<file path="config.mk">
export PLATFORM = sky130hd
export DESIGN_NAME = ex_muldiv_seq
export DESIGN_NICKNAME = d
export VERILOG_FILES = /design/src/rtl/pipeline_pkg.sv /design/src/rtl/muldiv_step.sv /design/src/rtl/ex_muldiv_seq.sv
export SDC_FILE = /design/constraint.sdc
export NUM_CORES = 1
export LEC_CHECK = 0
export CORE_ASPECT_RATIO = 1.25
export CORE_MARGIN = 5
export CORE_UTILIZATION = 55
export CTS_CLUSTER_DIAMETER = 50
export CTS_CLUSTER_SIZE = 12
export DETAILED_ROUTE_END_ITERATION = 10
export PLACE_DENSITY = 0.82
export SYNTH_ARGS = -nofsm -noshare
export SYNTH_HDL_FRONTEND = slang
export SYNTH_SLANG_ARGS = --single-unit
export TNS_END_PERCENT = 10
</file>
<file path="constraint.sdc">
create_clock -name clk -period 6.2 [get_ports clk]
set_clock_uncertainty 0.1 [all_clocks]
set_input_delay 1.24 -clock clk [delete_from_list [all_inputs] [get_ports clk]]
set_output_delay 1.24 -clock clk [all_outputs]
set_load 0.05 [all_outputs]
</file>
<file path="src/rtl/pipeline_pkg.sv">
// rtl/pipeline_pkg.sv - shared execute-stage types for the M-extension sequencer
package pipeline_pkg;

  // funct3 encoding of the RV32M operations
  typedef enum logic [2:0] {
    OP_MUL    = 3'b000,
    OP_MULH   = 3'b001,
    OP_MULHSU = 3'b010,
    OP_MULHU  = 3'b011,
    OP_DIV    = 3'b100,
    OP_DIVU   = 3'b101,
    OP_REM    = 3'b110,
    OP_REMU   = 3'b111
  } muldiv_op_e;

  typedef enum logic [1:0] {
    S_IDLE = 2'd0,
    S_CALC = 2'd1,
    S_DONE = 2'd2
  } muldiv_state_e;

  localparam int MULDIV_XLEN  = 32;
  localparam int MULDIV_CNT_W = $clog2(MULDIV_XLEN);

endpackage

</file>
<file path="src/rtl/muldiv_step.sv">
// rtl/muldiv_step.sv - one shift-add multiply or restoring divide iteration
module muldiv_step
  import pipeline_pkg::*;
#(
  parameter int XLEN = MULDIV_XLEN
) (
  input  logic [2*XLEN-1:0] acc_i,
  input  logic [XLEN-1:0]   operand_i,
  input  logic              is_div_i,
  output logic [2*XLEN-1:0] acc_o
);

  logic [XLEN:0] add_sum;
  logic [XLEN:0] shifted;
  logic [XLEN:0] diff;

  // acc holds {partial product, multiplier} for multiply and {remainder, quotient} for divide
  always_comb begin
    add_sum = {1'b0, acc_i[2*XLEN-1:XLEN]} + (acc_i[0] ? {1'b0, operand_i} : '0);
    shifted = {acc_i[2*XLEN-1:XLEN], acc_i[XLEN-1]};
    diff    = shifted - {1'b0, operand_i};
    if (is_div_i) begin
      if (diff[XLEN]) begin
        acc_o = {shifted[XLEN-1:0], acc_i[XLEN-2:0], 1'b0};
      end else begin
        acc_o = {diff[XLEN-1:0], acc_i[XLEN-2:0], 1'b1};
      end
    end else begin
      acc_o = {add_sum, acc_i[XLEN-1:1]};
    end
  end

endmodule

</file>
<file path="src/rtl/ex_muldiv_seq.sv">
// rtl/ex_muldiv_seq.sv - iterative RV32M multiply/divide sequencer (option: MULDIV_FAST_MUL_EN)
module ex_muldiv_seq
  import pipeline_pkg::*;
#(
  parameter int XLEN = MULDIV_XLEN
) (
  input  logic            clk,
  input  logic            rst_n,
  input  logic            valid_i,
  input  logic [2:0]      funct3_i,
  input  logic [XLEN-1:0] src_a_i,
  input  logic [XLEN-1:0] src_b_i,
  input  logic            flush_i,
  output logic            stall_o,
  output logic            done_o,
  output logic [XLEN-1:0] result_o
);

  localparam int CNT_W = $clog2(XLEN);
  localparam logic [XLEN-1:0] INT_MIN = {1'b1, {(XLEN-1){1'b0}}};

  muldiv_state_e     state;
  muldiv_op_e        op;
  logic [CNT_W-1:0]  cnt;
  logic [2*XLEN-1:0] acc;
  logic [XLEN-1:0]   opnd;
  logic              neg_q;
  logic              neg_r;
  logic [2*XLEN-1:0] step_out;

  muldiv_op_e        op_in;
  logic              a_signed, b_signed, sign_a, sign_b;
  logic [XLEN-1:0]   mag_a, mag_b;
  logic              div_zero, div_ovf;
  logic [XLEN-1:0]   special_res;

  muldiv_step #(.XLEN(XLEN)) u_step (
    .acc_i     (acc),
    .operand_i (opnd),
    .is_div_i  (op[2]),
    .acc_o     (step_out)
  );

  // sign fix-up and half selection on a raw unsigned product or {remainder, quotient}
  function automatic logic [XLEN-1:0] finish(input muldiv_op_e f, input logic [2*XLEN-1:0] raw,
                                             input logic nq, input logic nr);
    logic [2*XLEN-1:0] prod;
    logic [XLEN-1:0]   quo;
    logic [XLEN-1:0]   rem;
    prod = nq ? -raw : raw;
    quo  = nq ? -raw[XLEN-1:0] : raw[XLEN-1:0];
    rem  = nr ? -raw[2*XLEN-1:XLEN] : raw[2*XLEN-1:XLEN];
    case (f)
      OP_MUL:                       finish = prod[XLEN-1:0];
      OP_MULH, OP_MULHSU, OP_MULHU: finish = prod[2*XLEN-1:XLEN];
      OP_DIV, OP_DIVU:              finish = quo;
      default:                      finish = rem;
    endcase
  endfunction

  // operand decode at issue: signedness, magnitudes and the divide special cases
  always_comb begin
    op_in    = muldiv_op_e'(funct3_i);
    a_signed = 1'b0;
    b_signed = 1'b0;
    case (op_in)
      OP_MULH, OP_DIV, OP_REM: begin a_signed = 1'b1; b_signed = 1'b1; end
      OP_MULHSU:               a_signed = 1'b1;
      default:                 ;
    endcase
    sign_a   = a_signed & src_a_i[XLEN-1];
    sign_b   = b_signed & src_b_i[XLEN-1];
    mag_a    = sign_a ? -src_a_i : src_a_i;
    mag_b    = sign_b ? -src_b_i : src_b_i;
    div_zero = funct3_i[2] && (src_b_i == '0);
    div_ovf  = (op_in == OP_DIV || op_in == OP_REM) && (src_a_i == INT_MIN) && (src_b_i == '1);
    if (div_zero) begin
      special_res = (op_in == OP_DIV || op_in == OP_DIVU) ? '1 : src_a_i;
    end else if (div_ovf) begin
      special_res = (op_in == OP_DIV) ? INT_MIN : '0;
    end else begin
      special_res = '0;
    end
  end

`ifdef MULDIV_FAST_MUL_EN
  logic [2*XLEN-1:0] fast_prod;
  assign fast_prod = {{XLEN{1'b0}}, mag_a} * {{XLEN{1'b0}}, mag_b};
`endif

  // the instruction is held in EX from the issue cycle through the last iteration
  assign stall_o = rst_n & ~flush_i & (((state == S_IDLE) & valid_i) | (state == S_CALC));

  // sequencer: issue, iterate, present the registered result for one cycle
  always_ff @(posedge clk) begin
    if (!rst_n) begin
      state    <= S_IDLE;
      op       <= OP_MUL;
      cnt      <= '0;
      acc      <= '0;
      opnd     <= '0;
      neg_q    <= 1'b0;
      neg_r    <= 1'b0;
      done_o   <= 1'b0;
      result_o <= '0;
    end else if (flush_i) begin
      state  <= S_IDLE;
      cnt    <= '0;
      done_o <= 1'b0;
    end else begin
      case (state)
        S_IDLE: begin
          done_o <= 1'b0;
          if (valid_i) begin
            op    <= op_in;
            neg_q <= sign_a ^ sign_b;
            neg_r <= sign_a;
            acc   <= {{XLEN{1'b0}}, mag_a};
            opnd  <= mag_b;
            cnt   <= CNT_W'(XLEN-1);
            if (div_zero || div_ovf) begin
              result_o <= special_res;
              done_o   <= 1'b1;
              state    <= S_DONE;
`ifdef MULDIV_FAST_MUL_EN
            end else if (!funct3_i[2]) begin
              result_o <= finish(op_in, fast_prod, sign_a ^ sign_b, sign_a);
              done_o   <= 1'b1;
              state    <= S_DONE;
`endif
            end else begin
              state <= S_CALC;
            end
          end
        end
        S_CALC: begin
          acc <= step_out;
          cnt <= cnt - 1'b1;
          if (cnt == '0) begin
            result_o <= finish(op, step_out, neg_q, neg_r);
            done_o   <= 1'b1;
            state    <= S_DONE;
          end
        end
        default: begin
          done_o <= 1'b0;
          state  <= S_IDLE;
        end
      endcase
    end
  end

endmodule

</file>
# Word-level counts from Yosys, hierarchy flattened
# Index checks and enable logic that the tools add are counted.
[totals]
out_inout_bits = 34
ff_bits = 141
wordCells = 94
[op_classes]
n_reduce_logical = 21
eq_ne = 16
addsub = 8
n_mux = 31
n_bitwise = 9
[ops]
columns = ["cell", "n"]
rows = [
  ["two-way mux 32 bit", 12],
  ["two-way mux 64 bit", 4],
  ["negator 32 bit", 4],
  ["one-hot mux 64 bit (2 select lines)", 1],
  ["one-hot mux 32 bit (3 select lines)", 1],
  ["equality test 32 bit, second input constant", 2],
  ["negator 64 bit", 1],
  ["one-hot mux 32 bit (2 select lines)", 1],
  ["adder 32 x 33 -> 33 bit", 1],
  ["subtractor 33 x 32 -> 33 bit", 1],
  ["logical NOT 32 bit", 1],
  ["equality test 3 bit, second input constant", 5],
  ["one-hot mux 5 bit (2 select lines)", 1],
  ["equality test 3 x 2 -> 1 bit, second input constant", 3],
  ["equality test 3 x 1 -> 1 bit, second input constant", 2],
  ["two-way mux 2 bit", 3],
  ["AND reduction 3 bit", 2],
  ["OR reduction 3 bit", 2],
  ["bitwise AND 1 bit", 5],
  ["logical NOT 5 bit", 1],
  ["two-way mux 1 bit", 5],
  ["two-way mux 5 bit", 1],
  ["AND reduction 5 bit", 1],
  ["subtractor 5 x 1 -> 5 bit, second input constant", 1],
  ["other kinds (16)", 24],
]

# Longest topological paths before layout
[depth]
ltp_word = 9
mapped_depth = 26
depth_no_buf = 22

# Cells and area by module
# Synthesis repeated with hierarchy kept, for this count alone.
[hier_totals]
cells_unflattened = 2036
hier_area_um2 = 14650.3
[modules_own_cells]
columns = ["mod", "seq_area_each_um2", "instances", "area_per_inst_um2", "cells_per_inst"]
rows = [
  ["ex_muldiv_seq", 2822.7, 1, 9883.2, 1342],
  ["muldiv_step", 0.0, 1, 4767.1, 694],
]

# Least setup slack after synthesis
# OpenSTA, ideal clock, no wires.
[synth_path]
kind = "register -> register"
start = "register acc[31]"
end = "register result_o[24]"
path_slack_ps = 686
period_less_slack_ps = 5514
arrival_ps = 5340
required_time_ps = 6026
stages_incl_launch_ff = 25
cell_sequence = "dfxtp_1 -> inv_1 -> ha_1 -> inv_1 -> fa_1 -> a211oi_2 -> nor4_2 -> o2111a_1 -> o21a_1 -> o211ai_2 -> buf_2 -> buf_1 -> clkbuf_1 -> o21ai_0 -> mux2i_1 -> ha_1 -> nand2b_1 -> a211oi_1 -> nand2_1 -> nand4b_1 -> o31ai_1 -> xor2_1 -> o221ai_1 -> o2111ai_1 -> a31oi_1"
[synth_between]
elab_chain_cells = 8
word_cells_on_any_way = 12
cone_classes = "add/sub (4); mux (8)"
[synth_lines]
columns = ["element", "line_no", "text"]
rows = [
  ["from (decl)", "ex_muldiv_seq.sv:25", "logic [2*XLEN-1:0] acc;"],
  ["from (signal assigned)", "ex_muldiv_seq.sv:118", "acc <= {{XLEN{1'b0}}, mag_a};"],
  ["from (signal assigned)", "ex_muldiv_seq.sv:137", "acc <= step_out;"],
  ["subtractor 33 x 32 -> 33 bit", "muldiv_step.sv:21", "diff = shifted - {1'b0, operand_i};"],
  ["two-way mux 64 bit", "muldiv_step.sv:23", "if (diff[XLEN]) begin"],
  ["two-way mux 64 bit *", "muldiv_step.sv:22", "if (is_div_i) begin"],
  ["negator 64 bit (tied with other cells)", "ex_muldiv_seq.sv:50", "prod = nq ? -raw : raw;"],
  ["two-way mux 64 bit (tied with other cells)", "ex_muldiv_seq.sv:50", ""],
  ["one-hot mux 32 bit (3 select lines) *", "ex_muldiv_seq.sv:53", "case (f)"],
  ["two-way mux 32 bit *", "ex_muldiv_seq.sv:139", "if (cnt == '0) begin"],
  ["one-hot mux 32 bit (2 select lines) *", "ex_muldiv_seq.sv:111", "case (state)"],
  ["to (signal assigned)", "ex_muldiv_seq.sv:122", "result_o <= special_res;"],
  ["to (signal assigned)", "ex_muldiv_seq.sv:140", "result_o <= finish(op, step_out, neg_q, neg_r);"],
  ["to (decl)", "ex_muldiv_seq.sv:16", "output logic [XLEN-1:0] result_o"],
]
# Every way passes the cells marked *; elsewhere a longest branch is shown, timed or not. The select of a mux whose other input is x is not followed.
# A chain may end at the register's enable or synchronous reset.

# Worst setup path in the final report
[layout_path]
start = "register acc[31]"
end = "register result_o[29]"
# Same word-level chain as after synthesis.

==> summary.txt <==
Hold path
  – Hold Path Class: reg -> reg

Clock network
  – H-tree depth: 4
  – CTS root buf: clkbuf_16
  – Clock slew at reported path FFs: about 60 ps
  – Clock Path Buffers: 2
  – Clock Sinks: 141
  – CTS tree: done
  – Hold buffer count at CTS: 0
  – TritonCTS Buffers: 17
  – Worst-Skew Late Latency: approximately 450 ps

STA
  – Final Hold Viols: 0
  – # setup viols final: 0
  – Final Max Slew Viols: 0
  – Max Freq: 0.1713 GHz
  – Setup Total Neg Slack: 0 ps
  – Slew @ Worst Pin: approximately 1200 ps
  – Final min period: roughly 5800 ps
  – Worst relative slew slack: a little under a quarter
  – Hold WS: roughly 380 ps
  – Period utilisation layout: 94.16%
  – RSZ-0062 raised after global routing: no

Synthesis
  – Synth Area in XOR/XNOR: a little under an eighth
  – Register area share after synthesis: 19.30%
  – Mux cell area share after synthesis: under 10%
  – Cell variety after synth: a little under 90
  – Register bit count reported by yosys: about 140
  – Top_reg_cell synth: dfxtp_1
  – Post-synthesis simple-gate area fraction: 23.00%
  – Post-Syn Instances: around 2,100
  – Synth warn: 0
  – Main combinational cell family by area after synthesis: compound AO/OA/AOI/OAI gates
  – Top cells by count, synth: nor2_1 (278), nand2_1 (175), o21ai_0 (175)
  – Post-synth EDFFs: 0
  – Asr flop ratio synth: 0%
  – Post-synthesis net count: roughly 2,200
  – Syn Area/Cell: between 7 and 8 µm²
  – Compound-gate portion of the synthesized area: a little under a third
  – Cell Area, Synth: 14,630 µm²
  – Most common cell in the netlist: nor2_1
  – Largest area contributor in the netlist: dfxtp_1
  – Area contributors post-synth: dfxtp_1 (19%), nor2_1 (7.1%), xnor2_1 (6.1%), ha_1 (6.1%), o21ai_0 (6.0%)
  – Post-Synth Adder-Cell Area: ~6.3%
  – Synth top area share: between 10% and 20%

Finish
  – Non-filler cells, final: between 2,000 and 2,500
  – Design Area, Final: ~17,000 µm²
  – Syn-to-layout area delta: 13.71%
  – Layout Utilization: 63.74%
  – Final #Nets: approximately 2,300
  – Share of layout cells above drive strength 1: ~7%
  – Ant diodes: 0
  – Fill count: roughly 2,400

Detailed routing
  – Drt wl/cell: ~23 µm
  – Drt first-iter violations: 2,084
  – Via Count: between 15,000 and 20,000
  – Total Wirelength: 57,080 µm
  – Drc violations: 0
  – Drt via density: slightly below 7
  – TritonRoute pass-1 iters: 8
  – Final ANT Viol Nets: 0

Worst setup path
  – Slowest Stage Delay on Critical Path: about 640 ps
  – Critical Path Fanout Max: 25
  – Critical path buffer and inverter count: 2
  – Crit path DAT: roughly 6000 ps
  – Critical-path top delay cell: o211a_2
  – Crit. End Element: flip-flop
  – Worst EP required: 6390 ps
  – Critical path's top delay family: compound AO/OA/AOI/OAI gates
  – CP Cell Sequence: inv_1 -> ha_1 -> inv_1 -> fa_1 -> a211oi_2 -> nor4_2 -> o2111a_1 -> o211ai_1 -> o211a_2 -> mux2_2 -> a21o_1 -> nor4_2 -> or4b_1 -> nor3b_1 -> nand2_1 -> mux2_2 -> a221oi_1 -> nor4_1
  – Critical path start-end classification: reg -> reg
  – Startpoint types: flip-flop

Global routing
  – Gr ovfl total: 0
  – Number of global-route vias before repair: between 15,000 and 20,000
  – Global-route wire length before repair: 86,150 µm
  – GRT Total Usage: between 30 and 40%
  – Initial antenna violation count: 0
  – Largest net degree at the start of global routing: 64

Placed design
  – Post-DP HPWL: between 40,000 and 50,000 µm
  – Placed Area: approximately 16,000 µm²
  – Placed Cells incl. Taps: 2,438
  – Routability cong.: 1.095
  – IO buf count: 104

Floorplanning
  – Die Y: 192.3 µm
  – Core Footprint: 26,100 µm²
  – # IOs: approximately 110
  – Chip width: between 150 and 200 µm
  – Starting Density: between 50% and 60%
  – Cell row count: 66
  – Area of the die: 29,980 µm²

Job
  – Max-cap violations: 0

Power and ir drop
  – Pleak: roughly 0.0063 µW
  – VDD IR max: between 0.00015 and 0.0002 V
  – PD cells: 190.7 nW/µm²

Run status
  – Outcome: finished clean
-- metal layers --
| metal | up-vias | GRT usage (%) | wire length [µm] |
|---|---|---|---|
| met5 | - | 0 | 0 |
| met4 | 0 | 29.64 | 5640 |
| met3 | 301 | 5.541 | 5198 |
| met2 | 1136 | 57.82 | 25310 |
| met1 | 7818 | 43.15 | 20940 |
| li1 | 7694 | - | - |
-- layout by cell type (no fill, tap or decap), drive strengths merged, types with 22 or more instances in the layout --
cell	synthesis	final
nor3	47	47
clkdlybuf4s50	0	104
a21o	27	27
buf	23	56
nor4	22	22
a21oi	177	177
xor2	88	88
o21ai	180	180
nand4	27	27
a22oi	30	30
o31ai	33	33
mux2i	28	28
dfxtp	141	141
o211ai	23	23
nand3	35	35
xnor2	102	102
nand2	176	176
nor2	278	278
inv	67	70
ha	71	71
or3	27	27
a211oi	69	69
a31oi	36	36
-- cell type report --
class                           instances  area (µm²)  area share, %
Multi-Input combinational cell       1728       11030          66.29
Clock inverter                         11       156.4         0.9403
Timing Repair Buffer                  160        1474          8.861
Sequential cell                       141        2828          17.00
Tap cell                              340       425.4          2.558
Inverter                               69       260.3          1.565
Clock buffer                           19       464.2          2.791
-- flip-flops by register name, summed over array words and instances, names as in the netlist --
| signal | cells |
|---|---|
| neg_q | 1 |
| opnd | 32 |
| cnt | 5 |
| neg_r | 1 |
| acc | 64 |
| result_o | 32 |
| done_o | 1 |
| state | 2 |
| op | 3 |
-- path summary, 6_finish.rpt --
check / start / depth (start not counted) / slack [ps] / endpoint
setup / recovery: acc[31]$_SDFFE_PN0P_ / 18 / 360 / result_o[29]$_SDFFE_PN0P_
hold / removal: opnd[0]$_SDFFE_PN0P_ / 2 / 380 / opnd[0]$_SDFFE_PN0P_
setup reg to reg: acc[31]$_SDFFE_PN0P_ / 18 / 360 / result_o[29]$_SDFFE_PN0P_
hold reg to reg: opnd[0]$_SDFFE_PN0P_ / 2 / 380 / opnd[0]$_SDFFE_PN0P_
-- cells by family (layout without fill, tap and decap cells) --
| family | after synthesis | count (layout) |
|---|---|---|
| simple gates | 716 | 716 |
| compound gates | 703 | 703 |
| buf+inv | 208 | 259 |
| xor+xnor | 190 | 190 |
| flops | 141 | 141 |
| fa+ha+maj | 73 | 73 |
| mux | 46 | 46 |
-- worst register-to-register path, stage by stage, from the launching register on --
cell	delay, ps
dfxtp_1	350
inv_1	90
ha_1	160
inv_1	50
fa_1	430
a211oi_2	350
nor4_2	120
o2111a_1	280
o211ai_1	260
o211a_2	640
mux2_2	450
a21o_1	250
nor4_2	410
or4b_1	580
nor3b_1	300
nand2_1	150
mux2_2	300
a221oi_1	320
nor4_1	80
-- power breakdown --
part / total [µW] / switching, µW / internal, µW
clock network: 1120 / 449 / 669
logic: 1060 / 691 / 370
registers: 993 / 43.9 / 949
-- stage by stage --
| step | setup slack, ps | power (µW) |
|---|---|---|
| floorplan | 686.0 | 1678 |
| global placement | 447.1 | 2018 |
| CTS | 288.2 | 3130 |
| finish | 361.8 | 3172 |
| global route | 81.77 | 3272 |
| detailed placement | 330.3 | 2028 |
-- what timing repair did --
action	4_1_cts	5_1_grt
gates resized for setup	0	1
buffers inserted	0	0
setup endpoints to repair	0	2
No activity file was read; power rests on OpenSTA's default activity.
